`src/rtl/sos_pkg.sv`:
```
`default_nettype none
// ============================================================================
// Module   : sos_pkg
// Purpose  : Shared constants, helpers and FSM state type for the SOS
//            coefficient loader (frame word layout, Q-format unity, states).
// Revision : 1.0 - initial release
// ============================================================================
package sos_pkg;

    // Position of each coefficient inside one section's six-word group
    localparam int unsigned IDX_B0        = 0;
    localparam int unsigned IDX_B1        = 1;
    localparam int unsigned IDX_B2        = 2;
    localparam int unsigned IDX_A0        = 3;
    localparam int unsigned IDX_A1        = 4;
    localparam int unsigned IDX_A2        = 5;
    localparam int unsigned WORDS_PER_SEC = 6;

    // Total words in one coefficient frame: six per section plus the gain
    function automatic int unsigned frame_len(input int unsigned n);
        return WORDS_PER_SEC * n + 1;
    endfunction

    // Word index of the global gain (always the final word of a frame)
    function automatic int unsigned gain_idx(input int unsigned n);
        return WORDS_PER_SEC * n;
    endfunction

    // Fixed-point 1.0 for a format with wf fraction bits
    function automatic int unsigned one_q(input int unsigned wf);
        return 32'd1 << wf;
    endfunction

    typedef enum logic [1:0] {
        IDLE    = 2'd0,
        LOAD    = 2'd1,
        PENDING = 2'd2
    } state_t;

endpackage
`default_nettype wire

```
`src/rtl/sos_coeff_loader_if.sv`:
```
`default_nettype none
// ============================================================================
// Module   : sos_coeff_loader_if
// Purpose  : Valid/ready coefficient word stream into the loader.
// Revision : 1.0 - initial release
// ============================================================================
interface sos_coeff_loader_if #(
    parameter int LD_W = 16
);
    logic            ld_valid;
    logic            ld_ready;
    logic            ld_first;
    logic [LD_W-1:0] ld_data;

    modport master (output ld_valid, output ld_first, output ld_data, input ld_ready);
    modport slave  (input ld_valid, input ld_first, input ld_data, output ld_ready);
endinterface
`default_nettype wire

```
`src/rtl/sos_coeff_bank.sv`:
```
`default_nettype none
// ============================================================================
// Module   : sos_coeff_bank
// Purpose  : One bank of SOS coefficients. Single write port addressed by
//            frame word index, single combinational read port by section.
//            Resets to a passthrough filter (b0 = a0 = 1.0, gain = 1.0).
// Revision : 1.0 - initial release
// ============================================================================
module sos_coeff_bank
    import sos_pkg::*;
#(
    parameter int NUM_SECTIONS = 4,
    parameter int WB           = 10,
    parameter int WA           = 10,
    parameter int WG           = 16,
    parameter int WF_B         = 8,
    parameter int WF_A         = 8,
    parameter int WF_G         = 11,
    parameter int LD_W         = 16,
    parameter int IDX_W        = 5,
    parameter int RS_W         = 2
) (
    input  wire logic             clk,
    input  wire logic             rst,
    input  wire logic             i_we,
    input  wire logic [IDX_W-1:0] i_widx,
    input  wire logic [LD_W-1:0]  i_wdata,
    input  wire logic [RS_W-1:0]  i_rsec,
    output logic      [WB-1:0]    o_b0,
    output logic      [WB-1:0]    o_b1,
    output logic      [WB-1:0]    o_b2,
    output logic      [WA-1:0]    o_a0,
    output logic      [WA-1:0]    o_a1,
    output logic      [WA-1:0]    o_a2,
    output logic      [WG-1:0]    o_gain
);

    localparam logic [WB-1:0] c_ONE_B = WB'(one_q(WF_B));
    localparam logic [WA-1:0] c_ONE_A = WA'(one_q(WF_A));
    localparam logic [WG-1:0] c_ONE_G = WG'(one_q(WF_G));

    logic [WB-1:0] r_b0 [NUM_SECTIONS];
    logic [WB-1:0] r_b1 [NUM_SECTIONS];
    logic [WB-1:0] r_b2 [NUM_SECTIONS];
    logic [WA-1:0] r_a0 [NUM_SECTIONS];
    logic [WA-1:0] r_a1 [NUM_SECTIONS];
    logic [WA-1:0] r_a2 [NUM_SECTIONS];
    logic [WG-1:0] r_gain;

    // Bits above the widest coefficient are intentionally dropped
    logic w_unused_wdata;
    assign w_unused_wdata = ^i_wdata;

    // Bank storage: passthrough on reset, otherwise decode the word index
    always_ff @(posedge clk) begin
        if (rst) begin
            for (int s = 0; s < NUM_SECTIONS; s++) begin
                r_b0[s] <= c_ONE_B;
                r_b1[s] <= '0;
                r_b2[s] <= '0;
                r_a0[s] <= c_ONE_A;
                r_a1[s] <= '0;
                r_a2[s] <= '0;
            end
            r_gain <= c_ONE_G;
        end else if (i_we) begin
            for (int s = 0; s < NUM_SECTIONS; s++) begin
                if (i_widx == IDX_W'(WORDS_PER_SEC * s + IDX_B0)) r_b0[s] <= i_wdata[WB-1:0];
                if (i_widx == IDX_W'(WORDS_PER_SEC * s + IDX_B1)) r_b1[s] <= i_wdata[WB-1:0];
                if (i_widx == IDX_W'(WORDS_PER_SEC * s + IDX_B2)) r_b2[s] <= i_wdata[WB-1:0];
                if (i_widx == IDX_W'(WORDS_PER_SEC * s + IDX_A0)) r_a0[s] <= i_wdata[WA-1:0];
                if (i_widx == IDX_W'(WORDS_PER_SEC * s + IDX_A1)) r_a1[s] <= i_wdata[WA-1:0];
                if (i_widx == IDX_W'(WORDS_PER_SEC * s + IDX_A2)) r_a2[s] <= i_wdata[WA-1:0];
            end
            if (i_widx == IDX_W'(gain_idx(NUM_SECTIONS))) r_gain <= i_wdata[WG-1:0];
        end
    end

    assign o_b0   = r_b0[i_rsec];
    assign o_b1   = r_b1[i_rsec];
    assign o_b2   = r_b2[i_rsec];
    assign o_a0   = r_a0[i_rsec];
    assign o_a1   = r_a1[i_rsec];
    assign o_a2   = r_a2[i_rsec];
    assign o_gain = r_gain;

endmodule
`default_nettype wire

```
`src/rtl/sos_coeff_loader.sv`:
```
`default_nettype none
// ============================================================================
// Module   : sos_coeff_loader
// Purpose  : Double-buffered coefficient loader for a cascade of IIR SOS
//            sections. A frame is streamed into the shadow bank; the banks
//            swap only on a CE sample strobe so a section never mixes old
//            and new coefficients.
// Options  : SOS_COEFF_RANGE_CHECK_EN - reject frames containing words that
//            do not fit their coefficient width (sets err_range).
// Revision : 1.0 - initial release
// ============================================================================
module sos_coeff_loader
    import sos_pkg::*;
#(
    parameter int NUM_SECTIONS = 4,
    parameter int WI_B         = 2,
    parameter int WF_B         = 8,
    parameter int WI_A         = 2,
    parameter int WF_A         = 8,
    parameter int WI_G         = 5,
    parameter int WF_G         = 11,
    parameter int LD_W         = WI_G + WF_G
) (
    input  wire logic                            CLK,
    input  wire logic                            Reset,
    input  wire logic                            CE,
    sos_coeff_loader_if.slave                    ld,
    input  wire logic [$clog2(NUM_SECTIONS)-1:0] rd_sec,
    output logic      [WI_B+WF_B-1:0]            rd_b0,
    output logic      [WI_B+WF_B-1:0]            rd_b1,
    output logic      [WI_B+WF_B-1:0]            rd_b2,
    output logic      [WI_A+WF_A-1:0]            rd_a0,
    output logic      [WI_A+WF_A-1:0]            rd_a1,
    output logic      [WI_A+WF_A-1:0]            rd_a2,
    output logic      [WI_G+WF_G-1:0]            gain_out,
    output logic                                 swap_done,
    output logic                                 busy,
    output logic                                 err_range,
    output logic                                 err_frame,
    input  wire logic                            err_clr
);

    localparam int WB        = WI_B + WF_B;
    localparam int WA        = WI_A + WF_A;
    localparam int WG        = WI_G + WF_G;
    localparam int FRAME_LEN = frame_len(NUM_SECTIONS);
    localparam int GAIN_IDX  = gain_idx(NUM_SECTIONS);
    localparam int IDX_W     = $clog2(FRAME_LEN);
    localparam int RS_W      = $clog2(NUM_SECTIONS);

    state_t           r_state, w_state_nxt;
    logic [IDX_W-1:0] r_cnt, w_cnt_nxt, w_widx;
    logic [2:0]       r_k, w_k_nxt;
    logic             r_frame_bad, w_frame_bad_nxt;
    logic             r_bank_sel;
    logic             r_swap_done;
    logic             r_err_frame;
    logic             w_we, w_toggle, w_set_frame, w_set_range;
    logic             w_ready, w_accept, w_range_bad;
    logic             w_is_gain, w_is_b;
    logic [RS_W-1:0]  w_rsec;

    logic [WB-1:0] r_rd_b0, r_rd_b1, r_rd_b2;
    logic [WA-1:0] r_rd_a0, r_rd_a1, r_rd_a2;
    logic [WG-1:0] r_gain;

    logic [WB-1:0] w_bk_b0 [2];
    logic [WB-1:0] w_bk_b1 [2];
    logic [WB-1:0] w_bk_b2 [2];
    logic [WA-1:0] w_bk_a0 [2];
    logic [WA-1:0] w_bk_a1 [2];
    logic [WA-1:0] w_bk_a2 [2];
    logic [WG-1:0] w_bk_g  [2];

    // Stream is stalled while in reset and while a full frame awaits its swap
    assign w_ready     = !Reset && (r_state != PENDING);
    assign ld.ld_ready = w_ready;
    assign w_accept    = ld.ld_valid && w_ready;

    // A restart word is always b0; otherwise the phase counter selects the type
    assign w_is_gain = !ld.ld_first && (r_cnt == IDX_W'(GAIN_IDX));
    assign w_is_b    = ld.ld_first || (!w_is_gain && (r_k < 3'(IDX_A0)));

`ifdef SOS_COEFF_RANGE_CHECK_EN
    logic w_fit_b, w_fit_a, w_fit_g;
    logic r_err_range;
    // Word fits when every bit from the coefficient sign bit upward agrees
    assign w_fit_b     = (&ld.ld_data[LD_W-1:WB-1]) || !(|ld.ld_data[LD_W-1:WB-1]);
    assign w_fit_a     = (&ld.ld_data[LD_W-1:WA-1]) || !(|ld.ld_data[LD_W-1:WA-1]);
    assign w_fit_g     = (&ld.ld_data[LD_W-1:WG-1]) || !(|ld.ld_data[LD_W-1:WG-1]);
    assign w_range_bad = w_is_gain ? !w_fit_g : (w_is_b ? !w_fit_b : !w_fit_a);

    // Sticky range error; a new error in the clear cycle takes priority
    always_ff @(posedge CLK) begin
        if (Reset) r_err_range <= 1'b0;
        else       r_err_range <= w_set_range || (r_err_range && !err_clr);
    end
    assign err_range = r_err_range;
`else
    assign w_range_bad = 1'b0;
    assign err_range   = 1'b0;
`endif

    // Next-state, shadow-bank write and error-event decode
    always_comb begin
        w_state_nxt     = r_state;
        w_cnt_nxt       = r_cnt;
        w_k_nxt         = r_k;
        w_frame_bad_nxt = r_frame_bad;
        w_widx          = r_cnt;
        w_we            = 1'b0;
        w_toggle        = 1'b0;
        w_set_frame     = 1'b0;
        w_set_range     = 1'b0;
        case (r_state)
            IDLE: begin
                if (w_accept) begin
                    if (ld.ld_first) begin
                        w_we            = 1'b1;
                        w_widx          = '0;
                        w_cnt_nxt       = IDX_W'(1);
                        w_k_nxt         = 3'd1;
                        w_frame_bad_nxt = w_range_bad;
                        w_set_range     = w_range_bad;
                        w_state_nxt     = LOAD;
                    end else begin
                        w_set_frame = 1'b1;
                    end
                end
            end
            LOAD: begin
                if (w_accept) begin
                    w_we        = 1'b1;
                    w_set_range = w_range_bad;
                    if (ld.ld_first) begin
                        w_widx          = '0;
                        w_cnt_nxt       = IDX_W'(1);
                        w_k_nxt         = 3'd1;
                        w_frame_bad_nxt = w_range_bad;
                        w_set_frame     = 1'b1;
                    end else if (r_cnt == IDX_W'(FRAME_LEN - 1)) begin
                        w_cnt_nxt       = '0;
                        w_k_nxt         = 3'd0;
                        w_frame_bad_nxt = 1'b0;
                        w_state_nxt     = (r_frame_bad || w_range_bad) ? IDLE : PENDING;
                    end else begin
                        w_cnt_nxt       = r_cnt + 1'b1;
                        w_k_nxt         = (r_k == 3'd5) ? 3'd0 : r_k + 3'd1;
                        w_frame_bad_nxt = r_frame_bad || w_range_bad;
                    end
                end
            end
            PENDING: begin
                if (CE) begin
                    w_toggle    = 1'b1;
                    w_state_nxt = IDLE;
                end
            end
            default: w_state_nxt = IDLE;
        endcase
    end

    // FSM state, word counter, bank select and sticky frame error
    always_ff @(posedge CLK) begin
        if (Reset) begin
            r_state     <= IDLE;
            r_cnt       <= '0;
            r_k         <= 3'd0;
            r_frame_bad <= 1'b0;
            r_bank_sel  <= 1'b0;
            r_swap_done <= 1'b0;
            r_err_frame <= 1'b0;
        end else begin
            r_state     <= w_state_nxt;
            r_cnt       <= w_cnt_nxt;
            r_k         <= w_k_nxt;
            r_frame_bad <= w_frame_bad_nxt;
            r_bank_sel  <= r_bank_sel ^ w_toggle;
            r_swap_done <= w_toggle;
            r_err_frame <= w_set_frame || (r_err_frame && !err_clr);
        end
    end

    // Sections beyond the configured count alias to section 0
    assign w_rsec = (int'(rd_sec) >= NUM_SECTIONS) ? '0 : rd_sec;

    for (genvar gi = 0; gi < 2; gi++) begin : g_bank
        sos_coeff_bank #(
            .NUM_SECTIONS (NUM_SECTIONS),
            .WB           (WB),
            .WA           (WA),
            .WG           (WG),
            .WF_B         (WF_B),
            .WF_A         (WF_A),
            .WF_G         (WF_G),
            .LD_W         (LD_W),
            .IDX_W        (IDX_W),
            .RS_W         (RS_W)
        ) u_bank (
            .clk     (CLK),
            .rst     (Reset),
            .i_we    (w_we && (r_bank_sel != 1'(gi))),
            .i_widx  (w_widx),
            .i_wdata (ld.ld_data),
            .i_rsec  (w_rsec),
            .o_b0    (w_bk_b0[gi]),
            .o_b1    (w_bk_b1[gi]),
            .o_b2    (w_bk_b2[gi]),
            .o_a0    (w_bk_a0[gi]),
            .o_a1    (w_bk_a1[gi]),
            .o_a2    (w_bk_a2[gi]),
            .o_gain  (w_bk_g[gi])
        );
    end

    // Registered read of the active bank; passthrough values out of reset
    always_ff @(posedge CLK) begin
        if (Reset) begin
            r_rd_b0 <= WB'(one_q(WF_B));
            r_rd_b1 <= '0;
            r_rd_b2 <= '0;
            r_rd_a0 <= WA'(one_q(WF_A));
            r_rd_a1 <= '0;
            r_rd_a2 <= '0;
            r_gain  <= WG'(one_q(WF_G));
        end else begin
            r_rd_b0 <= w_bk_b0[r_bank_sel];
            r_rd_b1 <= w_bk_b1[r_bank_sel];
            r_rd_b2 <= w_bk_b2[r_bank_sel];
            r_rd_a0 <= w_bk_a0[r_bank_sel];
            r_rd_a1 <= w_bk_a1[r_bank_sel];
            r_rd_a2 <= w_bk_a2[r_bank_sel];
            r_gain  <= w_bk_g[r_bank_sel];
        end
    end

    assign rd_b0     = r_rd_b0;
    assign rd_b1     = r_rd_b1;
    assign rd_b2     = r_rd_b2;
    assign rd_a0     = r_rd_a0;
    assign rd_a1     = r_rd_a1;
    assign rd_a2     = r_rd_a2;
    assign gain_out  = r_gain;
    assign swap_done = r_swap_done;
    assign busy      = (r_state != IDLE);
    assign err_frame = r_err_frame;

endmodule
`default_nettype wire

```
`src/flat_wrapper.sv`:
```
// flat-port wrapper written by rule: the top's interface ports become plain ports
module sos_coeff_loader_flat import sos_pkg::*;
#(
    parameter int NUM_SECTIONS = 4,
    parameter int WI_B         = 2,
    parameter int WF_B         = 8,
    parameter int WI_A         = 2,
    parameter int WF_A         = 8,
    parameter int WI_G         = 5,
    parameter int WF_G         = 11,
    parameter int LD_W         = WI_G + WF_G
)
  (CLK, Reset, CE, rd_sec, rd_b0, rd_b1, rd_b2, rd_a0, rd_a1, rd_a2, gain_out, swap_done, busy, err_range, err_frame, err_clr, ld_ld_valid, ld_ld_first, ld_ld_data, ld_ld_ready);
  sos_coeff_loader_if #(.LD_W(LD_W)) ld_i ();
  input  wire logic CLK;
  input  wire logic Reset;
  input  wire logic CE;
  input  wire logic [$clog2(NUM_SECTIONS)-1:0] rd_sec;
  output logic      [WI_B+WF_B-1:0] rd_b0;
  output logic      [WI_B+WF_B-1:0] rd_b1;
  output logic      [WI_B+WF_B-1:0] rd_b2;
  output logic      [WI_A+WF_A-1:0] rd_a0;
  output logic      [WI_A+WF_A-1:0] rd_a1;
  output logic      [WI_A+WF_A-1:0] rd_a2;
  output logic      [WI_G+WF_G-1:0] gain_out;
  output logic swap_done;
  output logic busy;
  output logic err_range;
  output logic err_frame;
  input  wire logic err_clr;
  input wire logic [$bits(ld_i.ld_valid)-1:0] ld_ld_valid;
  input wire logic [$bits(ld_i.ld_first)-1:0] ld_ld_first;
  input wire logic [$bits(ld_i.ld_data)-1:0] ld_ld_data;
  output wire logic [$bits(ld_i.ld_ready)-1:0] ld_ld_ready;
  assign ld_i.ld_valid = ld_ld_valid;
  assign ld_i.ld_first = ld_ld_first;
  assign ld_i.ld_data = ld_ld_data;
  assign ld_ld_ready = ld_i.ld_ready;
  sos_coeff_loader #(.NUM_SECTIONS(NUM_SECTIONS), .WI_B(WI_B), .WF_B(WF_B), .WI_A(WI_A), .WF_A(WF_A), .WI_G(WI_G), .WF_G(WF_G), .LD_W(LD_W)) u_core (.CLK(CLK), .Reset(Reset), .CE(CE), .ld(ld_i), .rd_sec(rd_sec), .rd_b0(rd_b0), .rd_b1(rd_b1), .rd_b2(rd_b2), .rd_a0(rd_a0), .rd_a1(rd_a1), .rd_a2(rd_a2), .gain_out(gain_out), .swap_done(swap_done), .busy(busy), .err_range(err_range), .err_frame(err_frame), .err_clr(err_clr));
endmodule
```
`config.mk`:
```
export PLATFORM = sky130hd
export DESIGN_NAME = sos_coeff_loader_flat
export DESIGN_NICKNAME = d
export VERILOG_FILES = /design/src/rtl/sos_pkg.sv /design/src/rtl/sos_coeff_loader_if.sv /design/src/rtl/sos_coeff_bank.sv /design/src/rtl/sos_coeff_loader.sv /design/src/flat_wrapper.sv
export SDC_FILE = /design/constraint.sdc
export NUM_CORES = 1
export LEC_CHECK = 0
export BUFFER_PORTS_ARGS = -buffer_cell sky130_fd_sc_hd__buf_4
export CAP_MARGIN = 0
export CORE_ASPECT_RATIO = 0.7
export CORE_MARGIN = 2
export CORE_UTILIZATION = 50
export CTS_BUF_LIST = sky130_fd_sc_hd__clkbuf_16
export CTS_CLUSTER_SIZE = 24
export DETAILED_ROUTE_END_ITERATION = 7
export PLACE_DENSITY = 0.76
export REMOVE_ABC_BUFFERS = 1
export SLEW_MARGIN = 20
export SYNTH_ARGS = -nofsm -noshare
export SYNTH_HDL_FRONTEND = slang
export SYNTH_HIERARCHICAL = 1
export SYNTH_SLANG_ARGS = --single-unit
```
`constraint.sdc`:
```
create_clock -name CLK -period 3.35 [get_ports CLK]
set_clock_uncertainty 0.2 [all_clocks]
set_input_delay 0.335 -clock CLK [delete_from_list [all_inputs] [get_ports CLK]]
set_output_delay 0.335 -clock CLK [all_outputs]
set_load 0.02 [all_outputs]
```
==> results.json, run 1 <==
{
  "status": "completed",
  "synth_cells": 1849,
  "start_kind": "register",
  "drive_gt1_share_pct": 20.9,
  "timing.final.ws_setup_ns": 0.167,
  "wl_per_cell_um": 27.8,
  "gp_congestion": 0.946,
  "grt_pass1_wl_mm": 108,
  "end_kind": "register",
  "dr_total_vias": 16700,
  "firstDrtPassIters": 6,
  "via_per_inst": 6.22,
  "yosysWarnings": 6,
  "finalWirelength_mm": 74.6,
  "place.port_buffers": 103,
  "clockRootBuffer": "clkbuf_16",
  "die_y_um": 193,
  "cp_common_cell": "buf_4",
  "final_cell_mix": "edfxtp_1, nor2_1, buf_4",
  "postCtsSetupBuffers": 0,
  "grt_pass1_vias": 16100,
  "crit_arrival_ns": 3.23,
  "cp_slowest_cell": "a21o_1",
  "hold_path.class": "primary input to register",
  "cp_max_fo": 18,
  "maxSlewHeadroom_pct": 41.2,
  "htreeDepth": 2,
  "rsz0062_at_grt": "no",
  "synth_top_family_by_area": "simple AND/OR/NAND/NOR gates",
  "cap_violations": 0,
  "p_leak_nw": 9.89,
  "final_common_cell": "edfxtp_1",
  "path_cells": "nor3b_1 > and2_1 > nor2b_1 > buf_4 > nor4b_4 > buf_4 > a21o_1",
  "dpl.hpwl_mm": 49.3,
  "clock_latency_ns": 0.62,
  "ys_seq_area_share_pct": 65.5,
  "diodes": 0,
  "clock-sinks": 598,
  "cts_tree": "yes",
  "ios": 105,
  "synth-xor-area-share_pct": 0.0342,
  "final-seq-area_sq_um": 16800,
  "cts.path.max_buffers": 3,
  "holdWs_ns": 0.0443,
  "synthAdderAreaFrac_pct": 0.0978,
  "yosys_most_used_dff": "edfxtp_1",
  "synth-compound-area-share_pct": 2.00,
  "syn_area_per_cell_sq_um": 13.8,
  "crit_buf_inv": 2,
  "overflow": 0,
  "fp-row-count": 69,
  "vdd_drop_max_uv": 403,
  "ant_nets": 0,
  "syn_area_sq_um": 25600,
  "synth_edf_count": 480,
  "period_share_pct": 95.0,
  "hold_viol": 0,
  "syn_to_final_growth_pct": 13.8,
  "drt_iter0_drc": 2788,
  "nFillCells": 3896,
  "setup_viol": 0,
  "die-area_sq_um": 53100,
  "synth_mux_area_share_pct": 14.7,
  "fmax_mhz": 314,
  "grtUsageTotal_pct": 28.2,
  "antenna_found_initial": 3,
  "cp_data_required_time_ns": 3.40,
  "nNetsFinal": 1993,
  "ys_types": 59,
  "p_per_area_nw_per_um2": 537,
  "drc": 0,
  "cp_top_family": "simple AND/OR/NAND/NOR gates",
  "crit_type": "register to register",
  "ys_seq_elements": 598,
  "slew_viol_final": 0,
  "synth-simple-area-share_pct": 15.1,
  "cp_slowest_stage_delay_ns": 0.54,
  "tightest_slew_ns": 0.882,
  "clkTransAtPathRegs_ns": 0.06,
  "grt_max_degree": 206,
  "multi_input_area_sq_um": 8170,
  "setup_tns_ns": 0,
  "cts_buffers": 54,
  "dieWidth_um": 274,
  "initial_core_util_pct": 50.5,
  "fin_crit_ns": 3.18,
  "synthArstFlopShare_pct": 0,
  "dpl_worst_slack_ns": 0.126,
  "core_sq_um": 50700
}
==> state kept, by name, summed over array words and instances, names as in the netlist, 16 cells and up <==
signal / count
u_core/g_bank.u_bank/o_gain: 32
u_core/g_bank.u_bank/r_a0: 80
u_core/g_bank.u_bank/r_a1: 80
u_core/g_bank.u_bank/r_a2: 80
u_core/g_bank.u_bank/r_b0: 80
u_core/g_bank.u_bank/r_b1: 80
u_core/g_bank.u_bank/r_b2: 80
u_core/gain_out: 16
==> area by class of cell <==
| cell class | count | area share [%] |
|---|---|---|
| flip-flops and latches | 598 | 57.6 |
| clock buffers | 54 | 4.64 |
| inverters | 4 | 0.0515 |
| repair buffers | 199 | 5.67 |
| multi-input cells | 1110 | 28.0 |
| well taps | 674 | 2.90 |
| clock inverters | 42 | 1.09 |
==> cells in the mapped netlist (3+ instances only) <==
library cell / number / area share [%]
inv_1: 4 / 0.059
clkbuf_1: 76 / 1.1
mux2i_1: 105 / 4.1
or3_1: 9 / 0.22
a31o_2: 7 / 0.24
nand3_1: 3 / 0.059
and4b_1: 3 / 0.12
or2_2: 3 / 0.073
nand2b_1: 68 / 1.7
o21ai_0: 3 / 0.059
a21oi_1: 8 / 0.16
and2_1: 79 / 1.9
buf_2: 45 / 0.88
dfxtp_1: 118 / 9.2
clkbuf_2: 3 / 0.059
nor2_1: 470 / 6.9
nor3b_1: 3 / 0.088
nor2_4: 16 / 0.70
nor2b_1: 13 / 0.32
a211o_1: 4 / 0.14
mux4_2: 120 / 11
a21o_1: 27 / 0.79
nand2_1: 114 / 1.7
edfxtp_1: 480 / 56
buf_6: 6 / 0.26
buf_4: 4 / 0.12
o21bai_1: 14 / 0.41
==> timing repair <==
action                                  in CTS  in global routing
hold endpoints to repair                    32                  0
hold buffers                                19                  0
endpoints found under the setup margin       0                 10
resized for setup                            0                  1
==> worst reg2reg max path: cells and delay by family (launching register included) <==
family	cells	cell delay [ns]
simple gates	4	1.14
compound gates	1	0.54
buf+inv	2	0.53
flops	1	0.41
==> worst paths after layout <==
check / start / to / slack (ns) / cells past startpoint
max reg2reg: u_core/r_state[1] / u_core/g_bank[0].u_bank/r_b1[0][5] / 0.17 / 7
min: ld_ld_data[1] / u_core/g_bank[1].u_bank/o_gain[1] / 0.04 / 3
min reg2reg: u_core/g_bank[0].u_bank/o_gain[3] / u_core/g_bank[0].u_bank/o_gain[3] / 0.27 / 2
max: u_core/r_state[1] / u_core/g_bank[0].u_bank/r_b1[0][5] / 0.17 / 7
==> layer usage <==
metal	up-vias	GRT usage [%]	part of all wire (%)
met5	-	0.817	0.096
met4	4	9.84	3.7
met3	197	9.73	15
met2	1211	40.0	43
met1	8403	40.5	39
li1	6852	-	-
==> report_power, final <==
group | internal, mW | switching, mW | leakage (nW) | total (mW)
registers | 8.32 | 0.119 | 5.64 | 8.44
clock network | 3.29 | 2.74 | 0.877 | 6.03
logic | 0.458 | 0.722 | 3.37 | 1.18
total | 12.1 | 3.58 | 9.89 | 15.7
==> stage by stage <==
stage	power [mW]	std cells	util [%]	instance area, sq um
floorplan	9.10	1712	-	25000
global placement	9.71	2566	53.8	27300
detailed placement	9.74	2566	53.8	27300
CTS	15.7	2681	57.5	29100
global route	16.0	2681	57.5	29100
finish	15.7	2681	57.5	29100
==> kinds of logic after synthesis <==
group / count (synthesis)
fa+ha+maj: 2
simple gates: 811
other cells: 1
flops: 598
xor+xnor: 1
mux: 225
buf+inv: 141
compound gates: 70
No activity file was read; power rests on OpenSTA's default activity.
==> run 2, diff against run 1 <==
Settings changed: CORE_MARGIN 2 to 4.
==> results.json, run 2 (same netlist as run 1, synthesis figures left out) <==
{
  "nNetsFinal": 1993,
  "cts_buffers": 55,
  "cts_hold_buf": 19,
  "final_cell_mix": "edfxtp_1, nor2_1, buf_4",
  "postCtsSetupBuffers": 0,
  "ios": 105,
  "ant_nets": 0,
  "min_from": "ld_ld_data[8]",
  "cts.path.max_buffers": 3,
  "post_cts_resized": 0,
  "fin_cells": 2685,
  "drt_iter0_drc": 2856,
  "grt_max_degree": 206,
  "die_y_um": 197,
  "clkTransAtPathRegs_ns": 0.07,
  "tightest_slew_ns": 0.937,
  "p_leak_nw": 9.97,
  "gp_congestion": 0.923,
  "r2r_slack_ns": 0.29,
  "cap_violations": 0,
  "dpl_worst_slack_ns": 0.170,
  "slew_viol_final": 0,
  "status": "completed",
  "start_kind": "primary input",
  "hold-path-cell-count": 3,
  "setup_viol": 0,
  "finalWirelength_mm": 74.7,
  "finalPower_mw": 16.1,
  "timing.rr.start": "u_core/r_state[1]",
  "dpl.hpwl_mm": 50.2,
  "cp_data_required_time_ns": 3.38,
  "maxSlewHeadroom_pct": 37.6,
  "fmax_mhz": 310,
  "hold_path.class": "primary input to register",
  "grt_pass1_wl_mm": 109,
  "firstDrtPassIters": 5,
  "dr_total_vias": 16600,
  "clock_latency_ns": 0.62,
  "cts_tree": "yes",
  "cp_max_fo": 12,
  "post-place-cells": 2565,
  "clockRootBuffer": "clkbuf_16",
  "via_per_inst": 6.17,
  "whs_endpoint": "u_core/g_bank[0].u_bank/o_gain[8]",
  "grtUsageTotal_pct": 27.0,
  "overflow": 0,
  "end_kind": "register",
  "final_common_cell": "edfxtp_1",
  "timing.final.ws_setup_ns": 0.122,
  "place.port_buffers": 103,
  "p_per_area_nw_per_um2": 549,
  "regToRegEndpoint": "u_core/g_bank[1].u_bank/r_b2[1][0]",
  "drive_gt1_share_pct": 21.1,
  "die-area_sq_um": 54900,
  "htreeDepth": 2,
  "drc": 0,
  "vdd_drop_max_uv": 456,
  "dieWidth_um": 278,
  "period_share_pct": 96.3,
  "crit_type": "primary input to register",
  "rsz0062_at_grt": "no",
  "hold_viol": 0,
  "initial_core_util_pct": 50.5,
  "clock-sinks": 598,
  "syn_to_final_growth_pct": 14.7,
  "grt_pass1_vias": 16400,
  "antenna_found_initial": 4,
  "fin_crit_ns": 3.23,
  "crit_arrival_ns": 3.26,
  "core_sq_um": 50700,
  "fp-row-count": 69,
  "diodes": 0,
  "setup_tns_ns": 0,
  "wl_per_cell_um": 27.8,
  "rr_worst_depth": 8
}
[run 2: metrics by stage]
step	hold WS [ns]	area, sq um	utilization, %
floorplan	0.204	25000	-
global placement	0.247	27300	53.9
detailed placement	0.261	27300	53.9
CTS	0.00544	29400	57.9
global route	0.0355	29400	57.9
finish	0.0534	29400	57.9
[run 2: critical path, stage by stage]
cell and delay, ns:
dlygate4sd3_1 0.61, buf_6 0.16, nor3b_1 0.35, and2_1 0.33
nor2b_1 0.14, buf_4 0.20, nand2b_1 0.21, nor2_1 0.28
buf_4 0.18, a21o_1 0.44
[run 2: worst max path at each step]
| stage | from | end | slack (ns) | cells after the start |
|---|---|---|---|---|
| 3_3_place_gp | ld_ld_valid | u_core/g_bank[1].u_bank/r_b2[1][0] | 0.25 | 9 |
| 6_report | Reset | u_core/g_bank[1].u_bank/r_b2[1][0] | 0.12 | 10 |
| 3_5_place_dp | ld_ld_valid | u_core/g_bank[1].u_bank/r_a1[1][3] | 0.17 | 9 |
| 5_1_grt | Reset | u_core/g_bank[1].u_bank/r_b2[1][0] | 0.04 | 10 |
| 4_1_cts | Reset | u_core/g_bank[1].u_bank/r_a1[1][9] | 0.21 | 10 |
| 2_1_floorplan | u_core/r_bank_sel | u_core/g_bank[1].u_bank/r_a0[3][0] | -2.07 | 4 |
[run 2: layout make-up]
type	count	area, sq um
Fill cell	3911	21300
Timing Repair Buffer	198	1690
Inverter	4	15.0
Multi-Input combinational cell	1110	8170
Sequential cell	598	16800
Tap cell	674	843
Clock buffer	56	1400
Clock inverter	45	449
[run 2: layer usage]
metal	GRT usage [%]	routed length [um]	vias up
met4	8.07	2320	6
met3	8.67	10700	160
met5	0.769	79	-
met2	39.1	32100	1193
li1	-	-	6858
met1	39.6	29500	8340
[run 2: power breakdown]
group,internal [mW],switching (mW),leakage (nW)
combinational,0.461,0.724,3.40
sequential,8.32,0.125,5.64
clock,3.72,2.77,0.929
total,12.5,3.62,9.97
